$ cat src/rtl/dot_acc_pkg.sv
// Shared types and constants for the dot-product accumulator slice.
`timescale 1ns/1ps
package dot_acc_pkg;

  // Default geometry: 5-bit dot-product samples summed eight at a time into 12 bits.
  localparam int unsigned IN_W_DEF  = 5;
  localparam int unsigned ACC_W_DEF = 12;
  localparam int unsigned LEN_DEF   = 8;

  // Largest value the upstream 2x2-bit dot-product cell can emit.
  localparam int unsigned DOT_MAX = 18;

  typedef enum logic [1:0] {
    IDLE  = 2'd0,
    ACCUM = 2'd1,
    DONE  = 2'd2
  } state_e;

endpackage

$ cat src/rtl/sat_adder.sv
// Combinational adder: accumulator plus zero-extended sample, with carry-out as overflow.
`timescale 1ns/1ps
module sat_adder
  import dot_acc_pkg::*;
#(
  parameter int unsigned IN_W  = IN_W_DEF,
  parameter int unsigned ACC_W = ACC_W_DEF
) (
  input  logic [ACC_W-1:0] a,
  input  logic [IN_W-1:0]  b,
  output logic [ACC_W-1:0] sum,
  output logic             ovf
);

  logic [ACC_W:0] full;

  // Form the sum one bit wider so the carry-out flags overflow.
  always_comb begin
    full = {1'b0, a} + {{(ACC_W + 1 - IN_W){1'b0}}, b};
    sum  = full[ACC_W-1:0];
    ovf  = full[ACC_W];
  end

endmodule

$ cat src/rtl/dot_accumulator.sv
// Sums LEN consecutive dot-product samples into one saturating frame total and holds it
// on a valid/ready output until taken.
`timescale 1ns/1ps
module dot_accumulator
  import dot_acc_pkg::*;
#(
  parameter int unsigned IN_W  = IN_W_DEF,
  parameter int unsigned ACC_W = ACC_W_DEF,
  parameter int unsigned LEN   = LEN_DEF
) (
  input  logic             clk,
  input  logic             rst_n,
  input  logic             clear,
  input  logic             in_valid,
  output logic             in_ready,
  input  logic [IN_W-1:0]  in_data,
  output logic             out_valid,
  input  logic             out_ready,
  output logic [ACC_W-1:0] out_data,
  output logic             out_sat,
  output logic             busy
);

  localparam int unsigned CntW = $clog2(LEN + 1);
  localparam logic [CntW-1:0] LenC = CntW'(LEN);

  state_e           state_q, state_d;
  logic [ACC_W-1:0] acc_q, acc_d;
  logic [CntW-1:0]  cnt_q, cnt_d;
  logic             sat_q, sat_d;

  logic             accept;
  logic [CntW-1:0]  cnt_inc;
  logic [ACC_W-1:0] add_sum;
  logic             add_ovf;

  sat_adder #(
    .IN_W  (IN_W),
    .ACC_W (ACC_W)
  ) u_sat_adder (
    .a   (acc_q),
    .b   (in_data),
    .sum (add_sum),
    .ovf (add_ovf)
  );

  assign accept  = in_valid & in_ready;
  assign cnt_inc = cnt_q + CntW'(1);

  // Next-state: frame FSM, sample counter and saturating accumulator.
  always_comb begin
    state_d = state_q;
    acc_d   = acc_q;
    cnt_d   = cnt_q;
    sat_d   = sat_q;

    if (clear) begin
      // Abort wins over everything; a sample offered this cycle is dropped.
      state_d = IDLE;
      acc_d   = '0;
      cnt_d   = '0;
      sat_d   = 1'b0;
    end else begin
      case (state_q)
        IDLE: begin
          if (accept) begin
            acc_d   = ACC_W'(in_data);
            cnt_d   = CntW'(1);
            sat_d   = 1'b0;
            state_d = (LEN == 1) ? DONE : ACCUM;
          end
        end
        ACCUM: begin
          if (accept) begin
            // Once saturated the carry keeps firing for any nonzero sample, so acc pins at max.
            acc_d = add_ovf ? {ACC_W{1'b1}} : add_sum;
            sat_d = sat_q | add_ovf;
            cnt_d = cnt_inc;
            if (cnt_inc == LenC) begin
              state_d = DONE;
            end
          end
        end
        DONE: begin
          if (out_ready) begin
            state_d = IDLE;
            acc_d   = '0;
            cnt_d   = '0;
            sat_d   = 1'b0;
          end
        end
        default: begin
          state_d = IDLE;
          acc_d   = '0;
          cnt_d   = '0;
          sat_d   = 1'b0;
        end
      endcase
    end
  end

  // State registers with asynchronous active-low reset.
  always_ff @(posedge clk or negedge rst_n) begin
    if (!rst_n) begin
      state_q <= IDLE;
      acc_q   <= '0;
      cnt_q   <= '0;
      sat_q   <= 1'b0;
    end else begin
      state_q <= state_d;
      acc_q   <= acc_d;
      cnt_q   <= cnt_d;
      sat_q   <= sat_d;
    end
  end

  // Outputs come straight from registers or state decode; no input-to-output path.
  always_comb begin
    in_ready  = (state_q != DONE);
    out_valid = (state_q == DONE);
    out_data  = acc_q;
    out_sat   = sat_q;
    busy      = (state_q != IDLE);
  end

endmodule

$ cat config.mk
export PLATFORM = sky130hd
export DESIGN_NAME = dot_accumulator
export DESIGN_NICKNAME = d
export VERILOG_FILES = /design/src/rtl/dot_acc_pkg.sv /design/src/rtl/sat_adder.sv /design/src/rtl/dot_accumulator.sv
export SDC_FILE = /design/constraint.sdc
export NUM_CORES = 1
export LEC_CHECK = 0
export ABC_CLOCK_PERIOD_IN_PS = 2000
export BUFFER_PORTS_ARGS = -buffer_cell sky130_fd_sc_hd__buf_2
export CAP_MARGIN = 20
export CORE_MARGIN = 2
export CORE_UTILIZATION = 45
export DETAILED_ROUTE_END_ITERATION = 12
export PLACE_DENSITY_LB_ADDON = 0.25
export SYNTH_ARGS = -nofsm -noshare
export SYNTH_HDL_FRONTEND = slang
export SYNTH_SLANG_ARGS = --single-unit
$ cat constraint.sdc
create_clock -name clk -period 2 [get_ports clk]
set_clock_uncertainty 0.2 [all_clocks]
set_input_delay 0 -clock clk [delete_from_list [all_inputs] [get_ports clk]]
set_output_delay 0 -clock clk [all_outputs]
set_load 0.005 [all_outputs]
---- Word-level counts from Yosys, hierarchy flattened ----
Cells that the tools add are included.
word-level totals
  bits in registers ....................... 19
  bits of input ports ..................... 10
  output and inout port bits .............. 16
operators by class
  add/sub/neg operators ................... 2
  eq/ne operators ......................... 8
  muxes and demuxes ....................... 22
  bitwise operators ....................... 2
  reductions and logical operators ........ 4
operators by type and width
  kind                                                                     count
  12-bit 2-to-1 mux                                                        5
  12-bit one-hot mux with 3 select lines                                   1
  4-bit 2-to-1 mux                                                         4
  12-bit by 5-bit adder with 13-bit output                                 1
  4-bit one-hot mux with 3 select lines                                    1
  2-bit 2-to-1 mux                                                         5
  3-bit inequality test, second input constant                             3
  2-bit one-hot mux with 3 select lines                                    1
  4-bit by 1-bit adder with 4-bit output, second input constant            1
  4-bit equality test, second input constant                               1
  1-bit 2-to-1 mux                                                         4
  4-bit AND reduction                                                      1
  3-bit by 2-bit inequality test with 1-bit output, second input constant  1
  1-bit one-hot mux with 3 select lines                                    1
  3-bit AND reduction                                                      1
  2-bit by 1-bit equality test with 1-bit output, second input constant    1
  2-bit equality test, second input constant                               1
  2-bit zero test                                                          1
  2-bit inequality test, second input constant                             1
  2-bit nonzero test                                                       1
  1-bit bitwise AND                                                        1
  1-bit OR                                                                 1

---- Logic depth before layout (Yosys ltp) ----
  word-level depth ........................ 6
  mapped depth ............................ 7
  mapped depth without buffers ............ 7

---- Hierarchy ----
Synthesis repeated with hierarchy kept, for this count alone.
unflattened totals
  cells, all modules ...................... 140
  area, all modules ....................... 1358.8 um^2
by module, submodules not included
  module           times used  cells each  area an instance (um^2)  seq. area each (um^2)
  dot_accumulator  1           89          972.2                    475.5
  sat_adder        1           51          386.6                    0.0

---- Worst setup path before layout ----
No wires, ideal clock.
  path kind ............................... reg-to-reg
  start ................................... register acc_q[0] (netlist: out_data[0])
  end ..................................... register acc_q[11] (netlist: out_data[11])
  setup time .............................. 129 ps
  arrival ................................. 1877 ps
  data required time ...................... 1671 ps
  setup slack ............................. -206 ps
  cell stages (with the launch flop) ...... 8
  buffers on the path ..................... 0
  period minus slack after synthesis ...... 2206 ps
  cells stage by stage .................... dfrtp_1 > ha_1 > fa_1 > a21o_1 > a2bb2oi_2 > nor2_1 > nor4b_1 > nor3_2
between the ends
  longest elaborated chain between the ends .. 5
RTL lines
  element                                   RTL line                RTL
  start, declared                           dot_accumulator.sv:28   logic [ACC_W-1:0] acc_q, acc_d;
  start signal, assigned                    dot_accumulator.sv:106  acc_q <= '0;
  start signal, assigned                    dot_accumulator.sv:111  acc_q <= acc_d;
  12-bit by 5-bit adder with 13-bit output  sat_adder.sv:19         full = {1'b0, a} + {{(ACC_W + 1 - IN_W){1'b0}}, b};
  12-bit 2-to-1 mux                         dot_accumulator.sv:76   acc_d = add_ovf ? {ACC_W{1'b1}} : add_sum;
  12-bit 2-to-1 mux                         dot_accumulator.sv:74   if (accept) begin
  12-bit one-hot mux with 3 select lines    dot_accumulator.sv:64   case (state_q)
  12-bit 2-to-1 mux                         dot_accumulator.sv:57   if (clear) begin
No other way between the ends. The select of a mux whose other input is x is not followed.
A chain may end at the register's enable or synchronous reset.

---- Worst setup path in the final report ----
Ends and elaborated chain as after synthesis.

==> flow_summary_export.csv <==
group,metric,value,unit
logic_synthesis,syn_avg_cell_area,8.92,um2
timing,drv_slew,0,
worst_setup_path,arrival,2.07,ns
routing,viasPerCell,5.91,
timing,layout_min_cycle_time,2.06,ns
floorplanning,dieArea,3320,um2
run_status,outcome,"complete, but fails checks",
layout,finalNetCount,209,
timing,final_hold_viol_count,1,
flow_run,cap_violations,0,
timing,slew-limit-headroom,0.386,
min_path,whs_endpoint,"out_data[0]$_DFFE_PN0P_",
logic_synthesis,yosysWarnings,0,
floorplanning,pin_count,26,
layout,fin_area,1720,um2
logic_synthesis,synth_cell_type_count,46,
logic_synthesis,synth_flop_cell,"dfrtp_1",
timing,fmax,485,MHz
routing,wl_per_cell,15.5,um
power,peakVddDrop,0.000422,V
routing,ant_nets,0,
worst_setup_path,r2r_cells,7,
logic_synthesis,synth_edf_count,0,
worst_setup_path,cpPeakStageDelay,0.40,ns
worst_setup_path,start_kind,"flip-flop",
routing,post-route-drc-count,0,
worst_setup_path,reg2reg_from,"out_data[0]$_DFFE_PN0P_",
layout,stdcell_count,222,
global_routing,grt-ovfl-total,0,
global_routing,grt_antenna_before_repair,0,
logic_synthesis,postSynthCellCount,145,
timing,finalCritPeriodShare,1.03,
min_path,hp-class,"input port to flip-flop",
power,cellLeakagePower,0.798,nW
timing,hold_ws,-0.226,ns
power,p_per_area,496,nW/um2
cts,clkLatencyLatePin,0.30,ns
routing,dr.pass1.iters,4,
min_path,worst_hold_path.num_cells,3,
place,gp_congestion,0.897,
worst_setup_path,path_cells,"ha_2 > fa_2 > a21o_1 > a2bb2oi_4 > nor2_2 > nor4b_2 > nor3_2",
logic_synthesis,synth_seq_cells,19,
timing,rsz0062_at_grt,"yes",
layout,syn_to_final_growth,33.2,%
floorplanning,dieHeight,57.6,um
place,dp.cells,206,
place,place_hpwl,2.39,mm
timing,fin_ws,-0.0637,ns
worst_setup_path,crit_path_end_kind,"flip-flop",
worst_setup_path,cp_slowest_cell,"dfrtp_1",
cts,path_clk_slew,0.12,ns
logic_synthesis,syn_area,1290,um2
place,dpl_cell_area,1530,um2
global_routing,grt_max_degree,20,
worst_setup_path,crit_type,"flip-flop to flip-flop",
floorplanning,initial_core_util,0.473,
place,portBuffers,25,
layout,drive_above_1_share,0.330,
floorplanning,num_rows,19,
logic_synthesis,async_flop_share,1.00,
cts,cts_root_buf,"clkbuf_4",
layout,nFillCells,221,
worst_setup_path,regToRegSetupSlack,-0.06,ns
cts,cts_htree_levels,1,
worst_setup_path,critPathRequiredTime,2.00,ns
min_path,worstHoldStart,"in_data[0]",
global_routing,grt_pass1_wl,5.49,mm
timing,setup_tns,-0.184,ns
logic_synthesis,seq_area_frac_synth,0.368,
routing,vias,1312,
layout,diodes,0,
cts,ctsHoldBuffers,10,
floorplanning,die_w,57.6,um
timing,setup_viol_count_final,5,
timing,worst_pin_slew,0.918,ns
global_routing,grt_pass1_vias,1163,
floorplanning,fp.coreArea,2730,um2
logic_synthesis,synth_nets,162,
global_routing,grt_usage,0.213,
run_status,failed_checks,"hold timing, setup timing",
cts,cts_tree,"built",
cts,cts_sinks,19,
routing,drtIter0Drc,70,
worst_setup_path,worstReg2RegEnd,"out_data[11]$_DFFE_PN0P_",
cts,cts_buffers,3,
cts,cts_buffer_depth,2,
worst_setup_path,path_max_fanout,5,
routing,wirelength,3.44,mm
[critical path: cells and delay by family, from the launching register on]
family                     cells  cell delay (ns)
DFF                            1             0.40
AOI/OAI and AO/OA              2             0.43
adders and majority gates      2             0.54
and+or+nand+nor                3             0.39
[state kept, by name, summed over array words and instances, names as in the netlist]
register	cells
out_sat	1
state_q	2
cnt_q	4
out_data	12
[how the worst max path moves through the flow]
stage	slack, ns	start	endpoint	cells past startpoint
2_1_floorplan	0.02	out_data[0]$_DFFE_PN0P_	out_data[11]$_DFFE_PN0P_	7
3_3_place_gp	-0.00005	out_data[0]$_DFFE_PN0P_	out_data[9]$_DFFE_PN0P_	7
3_5_place_dp	-0.06	out_data[0]$_DFFE_PN0P_	out_data[11]$_DFFE_PN0P_	7
4_1_cts	-0.07	out_data[0]$_DFFE_PN0P_	out_data[9]$_DFFE_PN0P_	7
5_1_grt	-0.14	out_data[0]$_DFFE_PN0P_	out_data[11]$_DFFE_PN0P_	7
6_report	-0.06	out_data[0]$_DFFE_PN0P_	out_data[11]$_DFFE_PN0P_	7
[cells in the mapped netlist (all sizes together) (3+ instances only)]
| cell type | instances | area, um2 |
|---|---|---|
| nor2 | 14 | 60.1 |
| a21oi | 9 | 56.3 |
| o211ai | 3 | 22.5 |
| buf | 3 | 30.0 |
| inv | 6 | 22.5 |
| dfrtp | 19 | 475 |
| and3 | 4 | 25.0 |
| ha | 6 | 75.1 |
| nand3 | 11 | 65.1 |
| nand2 | 14 | 52.6 |
| nor3 | 7 | 45.0 |
| a31oi | 3 | 18.8 |
| o21ai | 14 | 70.1 |
[placed cells by master (no fill, tap or decap), types with 2 or more instances in the layout]
cell type,Yosys,routed
o211ai_1,3,3
nand4_1,2,2
dfrtp_1,19,19
a32oi_1,2,2
a21oi_1,8,7
nor3_1,5,4
a31oi_1,3,3
nand3_1,9,9
inv_1,6,6
a22o_1,2,2
nor3_2,2,2
or2_2,2,2
buf_4,1,12
xor2_1,2,2
nand2_1,14,14
clkbuf_4,0,3
and3_1,4,4
o21ai_0,9,5
dlygate4sd3_1,0,10
buf_2,0,25
ha_4,0,3
nand3_2,2,2
nor2_2,0,2
o21ai_1,5,9
ha_1,6,2
nor2_1,13,11
[kinds of logic (layout without fill, tap and decap cells)]
group / after synthesis / after routing / synth area share
AND/OR/NAND/NOR: 61 / 61 / 0.252
AO/OA/AOI/OAI: 44 / 44 / 0.239
flip-flops: 19 / 19 / 0.368
buffers and inverters: 11 / 57 / 0.0474
adder cells (fa/ha/maj): 7 / 7 / 0.0735
XOR/XNOR: 3 / 3 / 0.0203
[per-stage QoR]
stage / worst slack (ns) / utilization / power (mW)
after global routing: -0.144 / 0.630 / 0.902
after CTS: -0.0679 / 0.617 / 0.844
after global placement: -0.0000464 / 0.559 / 0.603
after detailed placement: -0.0615 / 0.559 / 0.608
final: -0.0637 / 0.630 / 0.855
after floorplan: 0.0192 / - / 0.532
[metal layers]
metal	vias to the layer above	share of wire	track usage
met5	-	0	0
met4	0	0.019	0.0698
met3	6	0.035	0.0268
met2	31	0.47	0.323
met1	645	0.48	0.317
li1	630	-	-
[layout make-up]
class,count,area (um2),area share
clock buffers,4,26.3,0.0153
inverters,6,22.5,0.0131
multi-input cells,115,845,0.490
flip-flops and latches,19,475,0.276
well taps,31,38.8,0.0225
repair buffers,47,315,0.183
[power by group]
group | switching [mW] | total (mW) | internal [mW]
registers | 0.0169 | 0.415 | 0.398
logic | 0.119 | 0.234 | 0.114
clock network | 0.129 | 0.207 | 0.0777
total | 0.265 | 0.855 | 0.590
[what timing repair did]
action,in CTS,in global routing
setup buffers,1,1
hold endpoints to repair,30,1
resized for setup,2,8
pin swaps,0,3
endpoints found under the setup margin,12,13
Power figures use the tool's default switching activity.
